### config.mk
export PLATFORM = sky130hd
export DESIGN_NAME = nn_pixel_frame_queue_flat
export DESIGN_NICKNAME = d
export VERILOG_FILES = /design/src/rtl/nn_pixel_frame_queue_if.sv /design/src/rtl/nn_pixel_frame_queue.sv /design/src/flat_wrapper.sv
export SDC_FILE = /design/constraint.sdc
export NUM_CORES = 1
export LEC_CHECK = 0
export BUFFER_PORTS_ARGS = -buffer_cell sky130_fd_sc_hd__buf_4
export CORE_MARGIN = 2
export CORE_UTILIZATION = 35
export CTS_BUF_LIST = sky130_fd_sc_hd__clkbuf_16
export CTS_CLUSTER_SIZE = 20
export DETAILED_ROUTE_END_ITERATION = 12
export SLEW_MARGIN = 10
export SYNTH_ARGS = -nofsm -noshare
export SYNTH_HDL_FRONTEND = slang
export SYNTH_SLANG_ARGS = --single-unit
export TNS_END_PERCENT = 1
### constraint.sdc
create_clock -name masterClk -period 3.16 [get_ports masterClk]
set_input_delay 0.158 -clock masterClk [delete_from_list [all_inputs] [get_ports masterClk]]
set_output_delay 0.158 -clock masterClk [all_outputs]
set_load 0.05 [all_outputs]
### src/rtl/nn_pixel_frame_queue_if.sv
// nn_pixel_frame_queue_if: pixel stream in, frame FIFO out, plus status pulses
interface nn_pixel_frame_queue_if #(
  parameter int PIXEL_BIT_WIDTH = 1,
  parameter int INPUT_NODES = 6,
  parameter int QUEUE_DEPTH = 4
);
  localparam int CNT_W = $clog2(QUEUE_DEPTH + 1);
  logic inputsInbound;
  logic [PIXEL_BIT_WIDTH-1:0] inputPixel;
  logic readyForInputs;
  logic [INPUT_NODES*PIXEL_BIT_WIDTH-1:0] frameOut;
  logic frameValid;
  logic frameReady;
  logic [CNT_W-1:0] queueCount;
  logic shortFrame;
  logic overflowDrop;
  modport slave (
    input inputsInbound, inputPixel, frameReady,
    output readyForInputs, frameOut, frameValid, queueCount, shortFrame, overflowDrop
  );
  modport master (
    output inputsInbound, inputPixel, frameReady,
    input readyForInputs, frameOut, frameValid, queueCount, shortFrame, overflowDrop
  );
endinterface

### src/rtl/nn_pixel_frame_queue.sv
// nn_pixel_frame_queue: packs a serial pixel stream into frames and queues whole frames in a FWFT FIFO
module nn_pixel_frame_queue #(
  parameter int PIXEL_BIT_WIDTH = 1,
  parameter int INPUT_NODES = 6,
  parameter int QUEUE_DEPTH = 4
) (
  input logic masterClk,
  input logic reset,
  nn_pixel_frame_queue_if.slave bus
);
  localparam int IDX_W = INPUT_NODES > 1 ? $clog2(INPUT_NODES) : 1;
  localparam int CNT_W = $clog2(QUEUE_DEPTH + 1);
  localparam int PTR_W = QUEUE_DEPTH > 1 ? $clog2(QUEUE_DEPTH) : 1;
  localparam int FW = INPUT_NODES * PIXEL_BIT_WIDTH;
  typedef enum logic [1:0] {IDLE, FILL, DROP} state_t;
  state_t state, stateNext;
  logic [IDX_W-1:0] pixIdx, pixIdxNext;
  logic [CNT_W-1:0] count;
  logic [PTR_W-1:0] rdPtr, wrPtr;
  logic [FW-1:0] assembly, assemblyNext;
  logic [FW-1:0] mem [QUEUE_DEPTH];
  logic push, pop, shortNext, dropNext, shortReg, dropReg, slotFree, notEmpty, lastPixel;
  function automatic logic [PTR_W-1:0] nextPtr(input logic [PTR_W-1:0] p);
    return p == PTR_W'(QUEUE_DEPTH - 1) ? '0 : p + 1'b1;
  endfunction
  assign slotFree = count < CNT_W'(QUEUE_DEPTH);
  assign notEmpty = count != '0;
  assign pop = notEmpty && bus.frameReady;
  assign lastPixel = pixIdx == IDX_W'(INPUT_NODES - 1);
  assign bus.readyForInputs = slotFree;
  assign bus.frameValid = notEmpty;
  assign bus.queueCount = count;
  assign bus.frameOut = notEmpty ? mem[rdPtr] : '0;
  assign bus.shortFrame = shortReg;
  assign bus.overflowDrop = dropReg;
  // Frame assembly FSM: start only with a free slot, push on the last pixel, abort on a gap
  always_comb begin
    stateNext = state;
    pixIdxNext = pixIdx;
    assemblyNext = assembly;
    push = 1'b0;
    shortNext = 1'b0;
    dropNext = 1'b0;
    case (state)
      IDLE: if (bus.inputsInbound) begin
        if (slotFree) begin
          assemblyNext[0 +: PIXEL_BIT_WIDTH] = bus.inputPixel;
          if (INPUT_NODES == 1) push = 1'b1;
          else begin
            stateNext = FILL;
            pixIdxNext = IDX_W'(1);
          end
        end else begin
          dropNext = 1'b1;
          stateNext = DROP;
        end
      end
      FILL: if (bus.inputsInbound) begin
        assemblyNext[pixIdx*PIXEL_BIT_WIDTH +: PIXEL_BIT_WIDTH] = bus.inputPixel;
        push = lastPixel;
        pixIdxNext = lastPixel ? '0 : pixIdx + 1'b1;
        stateNext = lastPixel ? IDLE : FILL;
      end else begin
        shortNext = 1'b1;
        pixIdxNext = '0;
        stateNext = IDLE;
      end
      DROP: stateNext = bus.inputsInbound ? DROP : IDLE;
      default: stateNext = IDLE;
    endcase
  end
  // State, pointers, occupancy and status pulses
  always_ff @(posedge masterClk) begin
    if (!reset) begin
      state <= IDLE;
      pixIdx <= '0;
      assembly <= '0;
      count <= '0;
      rdPtr <= '0;
      wrPtr <= '0;
      shortReg <= 1'b0;
      dropReg <= 1'b0;
    end else begin
      state <= stateNext;
      pixIdx <= pixIdxNext;
      assembly <= assemblyNext;
      count <= push && !pop ? count + 1'b1 : !push && pop ? count - 1'b1 : count;
      wrPtr <= push ? nextPtr(wrPtr) : wrPtr;
      rdPtr <= pop ? nextPtr(rdPtr) : rdPtr;
      shortReg <= shortNext;
      dropReg <= dropNext;
    end
  end
  // Frame storage; the completed frame includes the pixel sampled on the pushing edge
  always_ff @(posedge masterClk) begin
    if (push) mem[wrPtr] <= assemblyNext;
  end
endmodule

### src/flat_wrapper.sv
// flat-port wrapper written by rule: the top's interface ports become plain ports
module nn_pixel_frame_queue_flat 
#(
  parameter int PIXEL_BIT_WIDTH = 1,
  parameter int INPUT_NODES = 6,
  parameter int QUEUE_DEPTH = 4
)
  (masterClk, reset, bus_inputsInbound, bus_inputPixel, bus_frameReady, bus_readyForInputs, bus_frameOut, bus_frameValid, bus_queueCount, bus_shortFrame, bus_overflowDrop);
  nn_pixel_frame_queue_if #(.PIXEL_BIT_WIDTH(PIXEL_BIT_WIDTH), .INPUT_NODES(INPUT_NODES), .QUEUE_DEPTH(QUEUE_DEPTH)) bus_i ();
  input logic masterClk;
  input logic reset;
  input wire logic [$bits(bus_i.inputsInbound)-1:0] bus_inputsInbound;
  input wire logic [$bits(bus_i.inputPixel)-1:0] bus_inputPixel;
  input wire logic [$bits(bus_i.frameReady)-1:0] bus_frameReady;
  output wire logic [$bits(bus_i.readyForInputs)-1:0] bus_readyForInputs;
  output wire logic [$bits(bus_i.frameOut)-1:0] bus_frameOut;
  output wire logic [$bits(bus_i.frameValid)-1:0] bus_frameValid;
  output wire logic [$bits(bus_i.queueCount)-1:0] bus_queueCount;
  output wire logic [$bits(bus_i.shortFrame)-1:0] bus_shortFrame;
  output wire logic [$bits(bus_i.overflowDrop)-1:0] bus_overflowDrop;
  assign bus_i.inputsInbound = bus_inputsInbound;
  assign bus_i.inputPixel = bus_inputPixel;
  assign bus_i.frameReady = bus_frameReady;
  assign bus_readyForInputs = bus_i.readyForInputs;
  assign bus_frameOut = bus_i.frameOut;
  assign bus_frameValid = bus_i.frameValid;
  assign bus_queueCount = bus_i.queueCount;
  assign bus_shortFrame = bus_i.shortFrame;
  assign bus_overflowDrop = bus_i.overflowDrop;
  nn_pixel_frame_queue #(.PIXEL_BIT_WIDTH(PIXEL_BIT_WIDTH), .INPUT_NODES(INPUT_NODES), .QUEUE_DEPTH(QUEUE_DEPTH)) u_core (.masterClk(masterClk), .reset(reset), .bus(bus_i));
endmodule
# Yosys cells after proc, flatten, opt, wreduce, memory -nomap -nowiden
# Memories as Yosys holds them, arrays and structs flattened. A register that Yosys moved wholly into a read port is not among the register bits.
# Cells that the tools add are included.
# word_totals
regBits	20
latch_bits	0
ramBits	24
mem_bits_ro	0
in_bits	5
wordCells	67
mem_count	1
# classes
n_addsub	6
n_mul	0
div_mod_pow	0
n_lt_le_gt_ge	1
eq_ne	7
shift	2
muxes	30
bitwise	0
reduce_logical	12
# memory_table
name	depth	width	rd	rd_ports_with_merged_regs	wr	line	source
u_core.mem	4	6	1	1	1	nn_pixel_frame_queue.sv:21	logic [FW-1:0] mem [QUEUE_DEPTH];
# ops
op	n
$neg 3->34	1
$shift 1x34->6 const A	1
$shiftx 1x34->6	1
$mux 3	6
$mux 2	8
$mux 6	2
$mux 1	9
$add 3x1->3 const B	2
$bwmux 6	1
$eq 2x2->1 const B	3
$pmux 2 s3	1
$pmux 3 s2	1
$reduce_and 3->1	2
$mux 5	1
$add 2x1->2 const B	2
$ne 2x2->1 const B	2
$reduce_bool 2->1	2
$eq 3x3->1 const B	1
$logic_and 1x1->1	3
$lt 3x3->1 const B	1
$reduce_bool 3->1	1
$sub 3x1->3 const B	1
$eq 2x1->1 const B	1
$logic_not 1->1	2
3 further kinds	3

# Longest topological paths before layout
# depth
depth_word	7
ltp_mapped	10

# Worst setup path after synthesis
# OpenSTA, ideal clock, no wires.
# synth_timing
path_kind	register -> register
startpoint	register u_core.count[2], in the netlist u_core.bus.queueCount[2]
endpoint	register u_core.count[2], in the netlist u_core.bus.queueCount[2]
arrival_ps	2484
setup_slack_ps	600
stages_incl_launch_ff	10
period_less_slack_ps	2560
path_cell_list	dfxtp_1 > or3_1 > buf_2 > nand2_1 > ha_1 > inv_1 > fa_1 > xor2_1 > or3_1 > a21boi_0
# synth_via
elab_chain_cells	5
elab_cells_between_ends	10
classes_between	add/sub: 2; mux: 2; reduce/logical: 6
# synth_lines
element	line	source
from (decl)	nn_pixel_frame_queue.sv:18	logic [CNT_W-1:0] count;
from (signal assigned)	nn_pixel_frame_queue.sv:87	count <= push && !pop ? count + 1'b1 : !push && pop ? count - 1'b1 : count;
$reduce_bool 3->1 *	nn_pixel_frame_queue.sv:27	assign notEmpty = count != '0;
named net bus_frameValid	flat_wrapper.sv:17	output wire logic [$bits(bus_i.frameValid)-1:0] bus_frameValid;
$logic_and 1x1->1 *	nn_pixel_frame_queue.sv:28	assign pop = notEmpty && bus.frameReady;
$logic_not 1->1	nn_pixel_frame_queue.sv:87	
$logic_and 1x1->1	nn_pixel_frame_queue.sv:87	
$mux 3 / $reduce_bool 2->1 (equally long branches)	n/a	
# The timed path passes the listed nets; every way through them passes the cells marked *. The select of a mux whose other input is x is not followed.
# A chain may end at the register's enable or synchronous reset.

# Worst setup path after layout
# layout_timing
startpoint	register u_core.pixIdx[0]
endpoint	register u_core.count[2], in the netlist u_core.bus.queueCount[2]
# layout_via
elab_chain_cells	6
elab_cells_between_ends	8
classes_between	eq/ne: 1; mux: 3; reduce/logical: 4
# layout_lines
element	line	source
from (decl)	nn_pixel_frame_queue.sv:17	logic [IDX_W-1:0] pixIdx, pixIdxNext;
from (signal assigned)	nn_pixel_frame_queue.sv:85	pixIdx <= pixIdxNext;
$eq 3x3->1 *	nn_pixel_frame_queue.sv:29	assign lastPixel = pixIdx == IDX_W'(INPUT_NODES - 1);
$mux 1 *	nn_pixel_frame_queue.sv:58	FILL: if (bus.inputsInbound) begin
$mux 1 *	nn_pixel_frame_queue.sv:44	case (state)
named net u_core.push	nn_pixel_frame_queue.sv:22	logic push, pop, shortNext, dropNext, shortReg, dropReg, slotFree, notEmpty, lastPixel;
$logic_not 1->1	nn_pixel_frame_queue.sv:87	
$logic_and 1x1->1	nn_pixel_frame_queue.sv:87	
$reduce_bool 2->1 (no line)	n/a	
# The timed path passes the listed nets; every way through them passes the cells marked *.

==> results.sh <==
export IMPL_status="complete, no violations"
export IMPL_routed_wl_um=3610
export IMPL_portBuffers=17
export IMPL_synthesis_area_um2=2140
export IMPL_finalWorstPathRequiredPeriod_ns=2.55
export IMPL_area_growth_pct=13.9
export IMPL_min_period_over_period_pct=80.6
export IMPL_cap_violations=0
export IMPL_io_pin_count=18
export IMPL_numCtsBuffers=5
export IMPL_swShare_pct=40.3
export IMPL_finClkSkew_ns=0.00289
export IMPL_ys_ff_latch=46
export IMPL_cts_resized=0
export IMPL_antenna_found_initial=0
export IMPL_drtIter0Drc=80
export IMPL_via_per_inst=4.91
export IMPL_drive_above_1_share_pct=22.2
export IMPL_routabilityCongestion=0.745
export IMPL_leakagePower_uw=0.000889
export IMPL_yosys_warnings=0
export IMPL_grt_pass1_wl_um=6300
export IMPL_cts_hold_fix_buffers=0
export IMPL_antenna_cells=0
export IMPL_synth_area_per_cell_um2=12.9
export IMPL_synth_cell_types=43
export IMPL_synth_most_common_cell="edfxtp_1"
export IMPL_yosys_top_cells_area="edfxtp_1, dfxtp_1, ha_1"
export IMPL_place_hpwl_um=2660
export IMPL_post_cts_buffers=0
export IMPL_crit_arrival_ns=2.75
export IMPL_switchingPower_uw=862
export IMPL_coreArea_um2=5920
export IMPL_initial_utilization_pct=36.2
export IMPL_hp_class="in -> reg"
export IMPL_grt_total_usage_pct=12.8
export IMPL_numClockSinks=46
export IMPL_relSlewSlack_pct=71.8
export IMPL_dieArea_um2=6760
export IMPL_cts_tree="built"
export IMPL_seqPwrFrac_pct=35.1
export IMPL_drv_slew=0
export IMPL_grt_pass1_vias=1270
export IMPL_pwr_share_comb_pct=41.5
export IMPL_ir_drop_v=0.000720
export IMPL_critical_path_class="reg -> reg"
export IMPL_fmax_ghz=0.392
export IMPL_setup_viol=0
export IMPL_grt_max_degree=19
export IMPL_firstDrtPassIters=4
export IMPL_die_x_um=82.2
export IMPL_route_vias_total=1276
export IMPL_syn_nets=183
export IMPL_path_max_fanout=8
export IMPL_async_reset_ff_share_pct=0
export IMPL_power_density_nw_per_um2=877
export IMPL_clk_latency_ns=0.28
export IMPL_clockBufferDepth=2
export IMPL_intPower_uw=1280
export IMPL_clk_pin_slew_ns=0.06
export IMPL_grt_ovfl_total=0
export IMPL_synth_top_area_share_pct=33.6
export IMPL_ys_seq_area_share_pct=54.2
export IMPL_synth_ff_type="edfxtp_1"
export IMPL_design_area_um2=2440
export IMPL_place_area_um2=2290
export IMPL_drc=0
export IMPL_endpoint_kind="flip-flop"
export IMPL_cp_data_required_time_ns=3.37
export IMPL_postRouteAntennaNets=0
export IMPL_tightest_slew_ns=0.423
export IMPL_wl_per_cell_um=13.9
export IMPL_root_buffer="clkbuf_16"
export IMPL_die_h_um=82.2
export IMPL_synth_edf_count=24
export IMPL_syn_inst=166
export IMPL_hold_viol=0
export IMPL_clkPwrFrac_pct=23.3
export IMPL_nets=201
export IMPL_finalSetupTns_ns=0
export IMPL_startpoint_type="flip-flop"
export IMPL_rows=28
export IMPL_h_tree_depth=2
export IMPL_netlist_top_cells_count="edfxtp_1, dfxtp_1, and2_1, ha_1, nand2_1"
export IMPL_grt_setup_unrepaired="no"
export IMPL_synth_largest_area_cell="edfxtp_1"
==> cells in the final DEF, fill, tap and decap left out, types with 2 or more instances in the layout <==
master	synthesis	final
nor3_1	3	3
edfxtp_1	24	24
a21boi_0	5	5
nand2b_1	2	2
buf_4	0	17
mux2i_1	2	2
ha_1	11	11
nand3_1	5	5
o21ai_0	5	5
mux4_2	6	6
clkbuf_16	0	5
nand2_1	10	10
mux2_2	4	4
nor2_1	5	5
a21oi_1	3	3
and3_1	3	3
and2_1	16	16
nand3b_1	2	2
inv_1	9	9
or3_1	4	4
dfxtp_1	22	22
==> power by group through the flow <==
stage | Clock (µW) | Sequential, µW | Combinational [µW]
after floorplan | 0 | 789 | 663
after global placement | 0 | 768 | 894
after detailed placement | 0 | 769 | 896
after CTS | 513 | 756 | 899
after global routing | 542 | 768 | 973
final | 499 | 752 | 889
==> area by class of cell <==
| cell class | instances | area [µm²] |
|---|---|---|
| Fill cell | 573 | 3480 |
| Timing Repair Buffer | 17 | 128 |
| Clock buffer | 5 | 125 |
| Clock inverter | 3 | 21.3 |
| Sequential cell | 46 | 1160 |
| Tap cell | 75 | 93.8 |
| Inverter | 9 | 33.8 |
| Multi-Input combinational cell | 105 | 877 |
==> per-layer routing <==
layer  part of all wire (%)  track usage, %  vias to the layer above
met5                      0               0                        -
met4                    1.7            5.50                        0
met2                     47            20.2                       25
met3                    4.6            3.15                        5
met1                     46            16.7                      606
li1                       -               -                      640
==> path summary, 6_finish.rpt <==
check	start	endpoint	slack (ns)	cells past startpoint
setup / recovery	u_core.pixIdx[0]	u_core.bus.queueCount[2]	0.61	9
hold / removal	bus_inputsInbound	u_core.bus.shortFrame	0.1	2
setup reg to reg	u_core.pixIdx[0]	u_core.bus.queueCount[2]	0.61	9
hold reg to reg	u_core.rdPtr[0]	flip-flop	0.51	2
==> per-stage QoR <==
stage	hold WS (ns)	power, µW	setup WS, ns	std cells	utilization (%)
finish	0.0981	2140	0.612	260	41.2
CTS	0.0913	2170	0.602	260	41.2
detailed placement	0.388	1660	0.630	252	38.7
global placement	0.394	1660	0.703	252	38.7
floorplan	0.230	1450	0.600	166	-
global route	0.108	2280	0.307	260	41.2
==> logic make-up (layout without fill, tap and decap cells) <==
family          after synthesis  count (layout)  synth area share (%)
mux                          13              13                  10.0
xor+xnor                      2               2                 0.818
fa+ha+maj                    12              12                  7.36
compound gates               18              18                  5.61
simple gates                 60              60                  17.1
flops                        46              46                  54.2
buf+inv                      15              34                  4.85
==> critical path: stages, from the launching register on <==
cell and delay, ns:
dfxtp_1 0.45, ha_1 0.25, nand2_1 0.14, nor2_1 0.34, ha_1 0.26, inv_1 0.06
fa_1 0.37, xor2_1 0.16, or3_1 0.30, a21boi_0 0.16
==> flip-flops by register name, indices dropped and copies added (netlist names), named ones only <==
signal and flops:
u_core.mem 24, u_core.assembly 6, u_core.bus.queueCount 3, u_core.pixIdx 3
u_core.rdPtr 2, u_core.state 2, u_core.wrPtr 2, u_core.bus.overflowDrop 1
u_core.bus.shortFrame 1
Power figures use the tool's default switching activity.
